<file path="src/rtl/lbp_pkg.sv">
// Shared types and helpers for the LBP raster-scan controller.
// A fetch index walks the 3x3 window column-major: idx = col*3 + row.
package lbp_pkg;

    localparam int DEF_IMG_W = 128;
    localparam int DEF_IMG_H = 128;
    localparam int DEF_AW    = 14;

    typedef enum logic [2:0] {IDLE, FILL, SLIDE, EMIT, DONE} state_t;

    // Window slots, row-major; p4 is the centre pixel
    localparam logic [3:0] SLOT_P0 = 4'd0;
    localparam logic [3:0] SLOT_P1 = 4'd1;
    localparam logic [3:0] SLOT_P2 = 4'd2;
    localparam logic [3:0] SLOT_P3 = 4'd3;
    localparam logic [3:0] SLOT_P4 = 4'd4;
    localparam logic [3:0] SLOT_P5 = 4'd5;
    localparam logic [3:0] SLOT_P6 = 4'd6;
    localparam logic [3:0] SLOT_P7 = 4'd7;
    localparam logic [3:0] SLOT_P8 = 4'd8;

    localparam logic [3:0] FETCH_FIRST = 4'd0;
    localparam logic [3:0] FETCH_SLIDE = 4'd6;  // right column only
    localparam logic [3:0] FETCH_DONE  = 4'd9;

    function automatic int fetch_offset(input logic [3:0] idx, input int img_w);
        int r;
        int c;
        r = int'(idx) % 3;
        c = int'(idx) / 3;
        return (r - 1) * img_w + (c - 1);
    endfunction

    function automatic logic [3:0] fetch_slot(input logic [3:0] idx);
        return 4'((int'(idx) % 3) * 3 + int'(idx) / 3);
    endfunction

endpackage

</file>
<file path="src/rtl/lbp_win_regs.sv">
// Nine-pixel window store: slot-addressed load from returning read data and a
// one-column left shift used when the window slides right.
module lbp_win_regs
    import lbp_pkg::*;
(
    input  logic        clk,
    input  logic        reset,
    input  logic        load_en,
    input  logic [3:0]  load_slot,
    input  logic [7:0]  load_data,
    input  logic        shift_en,
    output logic [71:0] win
);
    logic [8:0][7:0] p;

    always_ff @(posedge clk or posedge reset) begin
        if (reset) begin
            p <= '0;
        end else begin
            if (shift_en) begin
                p[SLOT_P0] <= p[SLOT_P1];
                p[SLOT_P1] <= p[SLOT_P2];
                p[SLOT_P3] <= p[SLOT_P4];
                p[SLOT_P4] <= p[SLOT_P5];
                p[SLOT_P6] <= p[SLOT_P7];
                p[SLOT_P7] <= p[SLOT_P8];
            end
            if (load_en)
                p[load_slot] <= load_data;
        end
    end

    assign win = p;

endmodule

</file>
<file path="src/rtl/lbp_scan_ctrl.sv">
// Raster-scan controller: fetches each interior 3x3 neighbourhood from gray
// memory and hands it to the LBP compute stage, sliding along each row.
module lbp_scan_ctrl
    import lbp_pkg::*;
#(
    parameter int IMG_W = DEF_IMG_W,
    parameter int IMG_H = DEF_IMG_H,
    parameter int AW    = DEF_AW
) (
    input  logic          clk,
    input  logic          reset,
    input  logic          gray_ready,
    input  logic [7:0]    gray_data,
    output logic          gray_req,
    output logic [AW-1:0] gray_addr,
    output logic          win_valid,
    input  logic          win_ready,
    output logic [71:0]   win_data,
    output logic [AW-1:0] win_addr,
    output logic          busy,
    output logic          finish
);
    localparam int CW = $clog2(IMG_W);
    localparam int RW = $clog2(IMG_H);
    localparam logic [CW-1:0] COL_LAST = CW'(IMG_W - 2);
    localparam logic [RW-1:0] ROW_LAST = RW'(IMG_H - 2);

    state_t        state;
    logic [3:0]    idx;
    logic [CW-1:0] col;
    logic [RW-1:0] row;
    logic [AW-1:0] ctr;
    logic          rd_pend;
    logic [3:0]    rd_slot;
    logic          fetching;
    logic          shift_en;
    logic [AW-1:0] off;

    always_comb begin
        fetching = (state == FILL || state == SLIDE) && (idx != FETCH_DONE);
        off      = AW'(fetch_offset(idx, IMG_W));
    end

    // Request is gated combinationally so a stalled cycle never issues
    assign gray_req  = fetching && gray_ready;
    assign gray_addr = fetching ? ctr + off : '0;
    assign shift_en  = (state == EMIT) && win_ready && (col < COL_LAST);

    lbp_win_regs u_win (
        .clk       (clk),
        .reset     (reset),
        .load_en   (rd_pend),
        .load_slot (rd_slot),
        .load_data (gray_data),
        .shift_en  (shift_en),
        .win       (win_data)
    );

    always_ff @(posedge clk or posedge reset) begin
        if (reset) begin
            state     <= IDLE;
            idx       <= FETCH_FIRST;
            col       <= CW'(1);
            row       <= RW'(1);
            ctr       <= AW'(IMG_W + 1);
            rd_pend   <= 1'b0;
            rd_slot   <= '0;
            win_valid <= 1'b0;
            win_addr  <= '0;
            busy      <= 1'b0;
            finish    <= 1'b0;
        end else begin
            // Read data lands one cycle after its request, into the slot noted here
            rd_pend <= gray_req;
            rd_slot <= fetch_slot(idx);
            case (state)
                IDLE: begin
                    if (gray_ready) begin
                        state <= FILL;
                        idx   <= FETCH_FIRST;
                        busy  <= 1'b1;
                    end
                end
                FILL, SLIDE: begin
                    if (gray_req) begin
                        idx <= idx + 4'd1;
                    end else if (idx == FETCH_DONE) begin
                        state     <= EMIT;
                        win_valid <= 1'b1;
                        win_addr  <= ctr;
                    end
                end
                EMIT: begin
                    if (win_ready) begin
                        win_valid <= 1'b0;
                        if (col < COL_LAST) begin
                            col   <= col + CW'(1);
                            ctr   <= ctr + AW'(1);
                            idx   <= FETCH_SLIDE;
                            state <= SLIDE;
                        end else if (row < ROW_LAST) begin
                            col   <= CW'(1);
                            row   <= row + RW'(1);
                            ctr   <= ctr + AW'(3);  // skip right border, left border
                            idx   <= FETCH_FIRST;
                            state <= FILL;
                        end else begin
                            state  <= DONE;
                            busy   <= 1'b0;
                            finish <= 1'b1;
                        end
                    end
                end
                DONE: ;
                default: state <= IDLE;
            endcase
        end
    end

endmodule

</file>
<file path="config.mk">
export PLATFORM = sky130hd
export DESIGN_NAME = lbp_scan_ctrl
export DESIGN_NICKNAME = d
export VERILOG_FILES = /design/src/rtl/lbp_pkg.sv /design/src/rtl/lbp_win_regs.sv /design/src/rtl/lbp_scan_ctrl.sv
export SDC_FILE = /design/constraint.sdc
export NUM_CORES = 1
export LEC_CHECK = 0
export CORE_MARGIN = 3
export CORE_UTILIZATION = 55
export DETAILED_ROUTE_END_ITERATION = 12
export GPL_TIMING_DRIVEN = 0
export PLACE_DENSITY = 0.81
export SLEW_MARGIN = 40
export SYNTH_ARGS = -nofsm -noshare
export SYNTH_HDL_FRONTEND = slang
export SYNTH_SLANG_ARGS = --single-unit
</file>
<file path="constraint.sdc">
create_clock -name clk -period 9.6 [get_ports clk]
set_clock_uncertainty 0.1 [all_clocks]
set_input_delay 1.92 -clock clk [delete_from_list [all_inputs] [get_ports clk]]
set_output_delay 1.92 -clock clk [all_outputs]
set_load 0.005 [all_outputs]
</file>
==> summary.md <==
| Metric | Value |
|---|---|
| Status | `completed` |
| Worst-path clk slew | `0.06 ns` |
| Worst-case clock buffer depth | `2` |
| GP Congestion | `0.928` |
| Slew @ Worst Pin | `0.735 ns` |
| Post-Syn Instances | `731` |
| Fin. Hold Viols | `0` |
| CP arrival | `7.00 ns` |
| WS Path Type | `flop to output pin` |
| R2R cell count | `17` |
| GRT Total Usage | `26.1%` |
| Register area share after synthesis | `43.9%` |
| First-pass GRT wire length | `30.4 mm` |
| Reg2Reg Setup Slack | `4.54 ns` |
| Synthesized flop and latch total | `129` |
| Vias post-DR | `6119` |
| Final setup vio count | `0` |
| Crit share post-route | `94.0%` |
| Clock sinks | `129` |
| Clk root buf | `clkbuf_16` |
| Compound-gate portion of the synthesized area | `11.1%` |
| DRC Markers | `0` |
| CTS tree | `done` |
| Post-detail-place hpwl | `13.5 mm` |
| Diode count | `0` |
| Vias in the first global route | `6069` |
| Number of nets with antenna violations after routing | `0` |
| Routed WL | `18.4 mm` |
| Max_cap viols | `0` |
| Post-Syn Area | `7370 µm²` |
| Reg2reg start | `idx[3]` |
| Final Slew Violations | `0` |
| CP Launch Type | `flop` |
| Hold_buf cts | `0` |
| Commonest cells after routing, fill and taps aside | `dfrtp_1 (125), clkdlybuf4s50_1 (107), nand2_1 (78)` |
| Mux contribution to synthesized area | `12.9%` |
| Minimum clock period | `9.02 ns` |
| Commonest non-fill, non-tap cell in the layout | `dfrtp_1` |
| Core Rows | `41` |
| Fin Hold WS | `0.387 ns` |
| Hold Path End | `row[6]` |
| Worst-path maximum fanout | `10` |
| First drt pass iteration count | `6` |
| Worst min-delay path class | `flop to flop` |
| Die area | `14800 µm²` |
| Die Wd | `122 µm` |
| Area Growth Syn to Fin | `26.1%` |
| RSZ-0062 raised after global routing | `no` |
| Mean Syn Cell Area | `10.1 µm²` |
| Top_reg_cell synth | `dfrtp_1` |
| Setup TNS | `0 ns` |
| XOR/XNOR Fraction of Synth Area | `5.06%` |
| Height of the die | `122 µm` |
| CORE AREA | `12900 µm²` |
| Initial antenna violation count | `0` |
| Io pins | `116` |
| Effective utilization at floorplan | `57.3%` |
| Post-synth EDFFs | `0` |
| Syn. warnings | `0` |
| H-tree levels | `4` |
| Ys async rst share | `100%` |
| Number of vias per cell | `5.87` |
| Adder-cell share of the synthesized area | `10.3%` |
| Post-Synth Simple-Gate Area | `12.2%` |
| Input/output buffers | `107` |
| Final #Nets | `928` |
| Worst Path Required | `7.58 ns` |
| DRT iter0 DRCs | `748` |
| Net Count, Synth | `801` |
| Largest net degree at the start of global routing | `75` |
| Routed WL per cell | `17.6 µm` |
| Main combinational cell family by area after synthesis | `multiplexers` |
| CTS Buf Count | `17` |
| Netlist cell types | `62` |
| Share of cells above drive strength 1 | `11.5%` |
| Gr ovfl total | `0` |
| Crit end category | `output pin` |
| Min-delay src | `row[6]` |
| F_max | `111 MHz` |
| Rel. slew slack | `50.6%` |
| Clk_lat worst skew | `0.42 ns` |
| Min-Delay Path Depth | `1` |
| R2R Path End | `rd_slot[3]` |
[critical path, stage by stage, from the launching register on]
cell and delay [ns]:
dfrtp_1 0.43, buf_2 0.20, nor2b_1 0.18, ha_1 0.37, nand2b_2 0.16, a31oi_2 0.43
xnor2_1 0.15, ha_1 0.28, a311oi_2 0.33, and2_1 0.18, buf_2 0.19, mux2i_1 0.39
ha_1 0.23, inv_1 0.04, o21ai_0 0.28, xnor2_1 0.15, ha_1 0.29, inv_1 0.04
ha_1 0.28, ha_1 0.35, and3_1 0.19, a221o_1 0.36, a31oi_1 0.22, xnor3_1 0.23
nor2_1 0.11, clkdlybuf4s50_1 0.52
[per-layer routing]
layer | GRT usage, % | routed length [µm] | vias to the layer above
met1 | 32.9 | 7750 | 3010
met2 | 44.5 | 9020 | 264
li1 | - | - | 2798
met4 | 9.31 | 459 | 0
met5 | 0 | 0 | -
met3 | 5.71 | 1170 | 47
[registers in the layout, summed over array words and instances, names as in the netlist]
signal,flops
col,7
win_addr,14
rd_pend,1
rd_slot,4
busy,1
row,7
u_win.win,72
finish,1
idx,4
state,3
ctr,14
win_valid,1
[cells in the mapped netlist, types with 3 or more instances]
library cell / count / area, µm²
a31oi_1: 7 / 43.8
xnor2_1: 29 / 254
buf_2: 10 / 50.1
nand2_1: 78 / 293
fa_1: 4 / 80.1
nor2b_1: 3 / 18.8
mux2_2: 35 / 394
mux2_1: 4 / 45.0
nor2_1: 38 / 143
o21ai_1: 7 / 35.0
buf_1: 6 / 22.5
or3_1: 3 / 18.8
o21ai_0: 72 / 360
nand2b_1: 5 / 31.3
clkbuf_1: 18 / 67.6
dfstp_2: 4 / 105
a311oi_1: 3 / 26.3
nand4b_1: 3 / 26.3
ha_1: 54 / 676
dfrtp_1: 125 / 3130
inv_1: 52 / 195
a21oi_1: 12 / 60.1
xor2_1: 11 / 96.3
and2_1: 7 / 43.8
a211oi_1: 7 / 52.6
nand3_1: 10 / 50.1
or2_2: 3 / 18.8
mux2i_1: 51 / 510
nand4_1: 6 / 37.5
a21o_1: 5 / 37.5
nor3_1: 14 / 70.1
nor4_1: 5 / 31.3
and3_1: 5 / 31.3
[final cells by class]
type	count	area, µm²
clock buffer	21	470
tap	172	215
clock inverter	11	103
buffer	34	140
inverter	53	206
timing repair buffer	108	1100
sequential	129	3230
fill	932	3580
multi-input combinational	515	3830
[timing repair]
action / 4_1_cts / 5_1_grt
setup endpoints to repair: 0 / 1
buffers inserted: 0 / 0
resized for setup: 0 / 1
[worst max-delay path by stage]
stage | startpoint | endpoint | slack [ns] | depth (start not counted)
after floorplan | idx[2] | gray_addr[13] | 2.23 | 25
after global placement | idx[3] | gray_addr[13] | 1.01 | 25
after detailed placement | idx[3] | gray_addr[13] | 0.88 | 25
after CTS | idx[3] | gray_addr[13] | 0.41 | 25
after global routing | idx[3] | gray_addr[13] | 0.11 | 25
final | idx[3] | gray_addr[13] | 0.58 | 25
[metrics by stage]
step	area (µm²)	util [%]	setup slack, ns	cells
2_1_floorplan	7370	-	2.23	731
3_3_place_gp	8660	67.2	1.01	1010
3_5_place_dp	8710	67.6	0.877	1011
4_1_cts	9280	72.1	0.414	1043
5_1_grt	9300	72.2	0.108	1043
6_report	9300	72.2	0.581	1043
[kinds of logic after synthesis]
| kind of cell | Yosys count |
|---|---|
| buffers and inverters | 87 |
| muxes | 90 |
| AOI/OAI and AO/OA | 135 |
| adders and majority gates | 58 |
| xor gates and xnor gates | 41 |
| DFF | 129 |
| and+or+nand+nor | 191 |
Power is not shown: default switching activity piles up to over one toggle a cycle in this logic, so the estimate is an artifact.
==> patch 1: new RTL, same settings <==
One comparison of `idx` changes from == to >=.
--- a/src/rtl/lbp_scan_ctrl.sv
+++ b/src/rtl/lbp_scan_ctrl.sv
@@ -86,3 +86,3 @@
                         idx <= idx + 4'd1;
-                    end else if (idx == FETCH_DONE) begin
+                    end else if (idx >= FETCH_DONE) begin
                         state     <= EMIT;
Behaviour: same outputs for any inputs over 10 cycles, from zero or initial values and one cycle with reset high; that may be too few to reach the edited logic, so the function may still have changed.
==> patch 1 against the unedited design <==
Sequential share of layout area hardly changed. First-iteration DRC count down 40%. Cell area fell by 0.12%. Largest cell class unchanged. Hold slack lost 0.015 ns. Sequential cell count did not move. Wire length down 2.4%. Count of clock-buffer cells in the layout down 2. Area after synthesis shrank 1.4%. Worst setup slack worse by 0.20 ns. Critical endpoint unchanged.
Power is left out: it rests on default switching activity, and per cell area and clock period it moved more than threefold.
==> patch 1: results (changes against the unedited design) <==
[sta]
slew_headroom_pct=44.11  ; -6.5 points

[drt]
wirelength_um=17960  ; -2.4%
first_pass_iters=5  ; -1
drtIter0Drc=446  ; -40%
route.detailed.drc=0  ; unchanged
dr_total_vias=5916  ; -3.3%

[finish]
finalNetCount=929  ; +0.11%
layout-area-overhead-vs-synth_pct=27.72
diodes=0  ; unchanged
fillers=914  ; -1.9%
drive_gt1_share_pct=12.39  ; +0.90 points

[synth]
yosysUniqueCellTypes=59  ; -4.8%
synth_nets=797  ; -0.50%
synth_flop_cell=dfrtp_1
ys_top_cells_by_count=125 x dfrtp_1, 95 x nand2_1, 89 x o21ai_0
synthTopCellsByArea=dfrtp_1 43%, ha_1 9.3%, mux2i_1 6.9%
seq_area_frac_synth_pct=44.46  ; +0.60 points

[clocking]
cts_setup_buffers=0  ; unchanged
cts-resized-gates=2  ; +2

[setup_path]
crit_fanout=8  ; -2
r2r_setup_slack_ns=4.40  ; -0.14 ns
crit_start=idx[0]$_DFFE_PP0P_
cp.arrival_ns=7.20  ; +0.20 ns
rr_worst_depth=18  ; +1
r2r_start=idx[0]$_DFFE_PP0P_

[global_routing]
grt_pass1_wl_um=29930  ; -1.7%
grt_max_degree=75  ; unchanged
grt_pass1_vias=6005  ; -1.1%
globalRouteTotalUtil_pct=25.82  ; -0.32 points

[place]
dpl.hpwl_um=13150  ; -2.9%
placed_cell_area_mm2=0.008598  ; -1.3%
place.gp.congestion=0.8966  ; -3.4%

[worst_hold_path]
hp-class=reg2reg

[status]
status=finished clean

## patch 1: worst min-delay path by stage
stage	end	cells after the start	slack, ns	start
after floorplan	ctr[11]$_DFFE_PP0P_	1	0.35	ctr[11]$_DFFE_PP0P_
after global placement	finish$_DFFE_PP0P_	1	0.36	finish$_DFFE_PP0P_
after detailed placement	row[6]$_DFFE_PP0P_	1	0.36	row[6]$_DFFE_PP0P_
after CTS	ctr[11]$_DFFE_PP0P_	1	0.37	ctr[11]$_DFFE_PP0P_
after global routing	finish$_DFFE_PP0P_	1	0.40	finish$_DFFE_PP0P_
final	row[6]$_DFFE_PP0P_	1	0.37	row[6]$_DFFE_PP0P_
## patch 1: critical path: stages, from the launching register on
cell	delay, ns
dfrtp_1	0.53
inv_1	0.20
ha_1	0.30
a211oi_2	0.33
a41oi_4	0.10
xnor2_2	0.24
ha_1	0.26
or3b_2	0.47
nor2_1	0.15
nand2_1	0.13
a21oi_4	0.29
inv_1	0.09
ha_1	0.33
ha_1	0.24
xor2_1	0.19
ha_1	0.29
inv_1	0.04
ha_1	0.28
ha_1	0.37
a21o_1	0.18
a21o_1	0.17
a41oi_1	0.25
o21bai_1	0.10
a21oi_1	0.19
xnor3_1	0.43
nor2_1	0.11
clkdlybuf4s50_1	0.51
## patch 1: kinds of logic (layout without fill, tap and decap cells)
logic type               Yosys count  in the layout  synth area share, %
AND/OR/NAND/NOR                  198            198                12.53
AO/OA/AOI/OAI                    139            139                11.24
flip-flops                       129            129                44.46
buffers and inverters             82            227                4.697
multiplexers                      78             78                11.22
adder cells (fa/ha/maj)           58             58                10.39
XOR/XNOR                          43             43                5.472
## patch 1: per-layer routing
layer / GRT usage (%) / routed length (um) / share of wire [%] / vias up
met4: 9.490 / 470 / 2.6 / 0
met5: 0 / 0 / 0 / -
met2: 43.07 / 8761 / 49 / 217
li1: - / - / - / 2772
met3: 6.061 / 1085 / 6.0 / 32
met1: 32.87 / 7643 / 43 / 2895
## patch 1: area by class of cell
class / instances / area (um2) / share of cell area, %
inverters: 50 / 198.9 / 2.142
flip-flops and latches: 129 / 3233 / 34.81
clock buffers: 19 / 452.9 / 4.877
plain buffers: 32 / 155.1 / 1.670
clock inverters: 13 / 160.2 / 1.724
well taps: 172 / 215.2 / 2.317
repair buffers: 113 / 1134 / 12.21
multi-input cells: 516 / 3739 / 40.25
## patch 1: through the flow
stage	worst slack, ns	std cells	setup TNS [ns]	hold WS, ns	util [%]
after floorplan	1.680	727	0	0.3455	-
after global placement	0.4605	1006	0	0.3574	67.00
after detailed placement	0.2729	1008	0	0.3623	67.31
after CTS	0.04673	1040	0	0.3747	72.20
after global routing	-0.04060	1044	-0.04060	0.3955	72.71
final	0.3784	1044	0	0.3715	72.71
==> patch 2: new RTL, config.mk and constraints unchanged <==
Without the edit above. `DEF_AW`: 14 -> 12.
--- a/src/rtl/lbp_pkg.sv
+++ b/src/rtl/lbp_pkg.sv
@@ -6,3 +6,3 @@
     localparam int DEF_IMG_H = 128;
-    localparam int DEF_AW    = 14;
+    localparam int DEF_AW    = 12;
 
Ports: changed (resized gray_addr and win_addr); port bits go from 116 to 112. The function was not compared with the original's and may differ.
==> patch 2 against the unedited design <==
Worst setup slack better by 1.3 ns. Final cell count is 8.4% lower. Wire length is 9.0% lower. Sequential cell count is 4 lower. Cell area is 5.2% lower. Area after synthesis is 6.0% lower. Critical endpoint is now gray_addr[11]. Largest cell class unchanged. Highest routed layer unchanged.
Power is not shown: default switching activity piles up to over one toggle a cycle in this logic, so the estimate is an artifact.
==> patch 2: results (changes against the unedited design) <==
[synth]
ys_top_cells_by_count=121 x dfrtp_1, 68 x nand2_1, 64 x o21ai_0
synthTopCellsByArea=dfrtp_1 44%, ha_1 8.8%, mux2i_1 7.1%
synth-seq-cells=125  ; -3.1%
synth_nets=716  ; -11%
seq_area_frac_synth_pct=45.21  ; +1.4 points

[drt]
first_pass_iters=5  ; -1
wirelength_um=16750  ; -9.0%
via_per_inst=5.714  ; -2.6%
drtIter0Drc=436  ; -42%

[clocking]
htree_levels=4  ; unchanged

[status]
status=finished clean

[setup_path]
cp.arrival_ns=5.73  ; -1.27 ns
r2r_setup_slack_ns=5.10  ; +0.56 ns
rr_worst_depth=16  ; -1
slowest_delay_ns=0.54  ; +0.02 ns

[sta]
setup_viol=0  ; unchanged
fin_hold_ws_ns=0.3850  ; -0.001644 ns
max_freq_mhz=129.0  ; +16%
slew_headroom_pct=45.53  ; -5.0 points

[finish]
fillers=865  ; -7.2%
drive_gt1_share_pct=13.60  ; +2.1 points
finalNetCount=839  ; -9.6%

[place]
dpl.hpwl_um=11880  ; -12%
port_buffers=103  ; -3.7%
place.gp.congestion=0.8508  ; -8.3%

[global_routing]
globalRouteTotalUtil_pct=24.69  ; -1.5 points
grt_pass1_wl_um=27970  ; -8.1%
grt_pass1_vias=5564  ; -8.3%

patch 2: cell count changes after synthesis, moves of 7 or more:
| cell | delta |
|---|---|
| inv_1 | -15 |
| buf_1 | +7 |
| nand2_1 | -10 |
| buf_2 | -7 |
| o21ai_0 | -8 |
| clkbuf_1 | -10 |
| nor2_1 | -9 |
patch 2: logic make-up (layout without fill, tap and decap cells):
family	count (synthesis)	in the layout	synth area share, %
compound gates	116	116	10.64
buf+inv	71	207	4.550
flops	125	125	45.21
simple gates	166	166	12.01
fa+ha+maj	53	53	10.00
xor+xnor	33	33	4.280
mux	87	87	13.31
patch 2: through the flow:
| stage | util [%] | worst slack [ns] | cells | instance area, um2 |
|---|---|---|---|---|
| 2_1_floorplan | - | 3.234 | 651 | 6929 |
| 3_3_place_gp | 67.18 | 2.340 | 922 | 8170 |
| 3_5_place_dp | 67.52 | 2.248 | 923 | 8212 |
| 4_1_cts | 72.48 | 1.798 | 955 | 8815 |
| 5_1_grt | 72.52 | 1.473 | 955 | 8820 |
| 6_report | 72.52 | 1.845 | 955 | 8820 |
patch 2: worst reg2reg max path, cell delays in order, from the launching register on:
cell and delay, ns:
dfrtp_1 0.46, buf_6 0.18, nor2_1 0.10, ha_1 0.30, nand2b_2 0.13, a41oi_4 0.39, xnor2_2 0.14, ha_1 0.27
nor3_4 0.37, inv_1 0.08, ha_1 0.30, inv_1 0.15, ha_1 0.19, fa_1 0.45, fa_1 0.45, xor2_1 0.23
xnor2_1 0.10
patch 2: worst max-delay path by stage:
stage / end / slack, ns / depth (start not counted)
global route: gray_addr[11] / 1.47 / 21
floorplan: gray_addr[11] / 3.23 / 20
detailed placement: gray_addr[11] / 2.25 / 21
finish: gray_addr[11] / 1.85 / 21
global placement: gray_addr[11] / 2.34 / 21
CTS: gray_addr[11] / 1.80 / 21
patch 2: area by class of cell:
cell class / instances / area share (%)
clock inverters: 10 / 1.575
multi-input cells: 455 / 39.59
plain buffers: 32 / 1.915
clock buffers: 22 / 5.263
well taps: 168 / 2.383
inverters: 39 / 1.745
flip-flops and latches: 125 / 35.52
repair buffers: 104 / 12.00
patch 2: metal layers:
metal  track usage [%]  up-vias  wire length (um)
met5                 0        -                 0
met4             12.01        0               545
met3             5.502       38              1027
met2             39.34      216              8032
met1             31.99     2694              7147
li1                  -     2509                 -
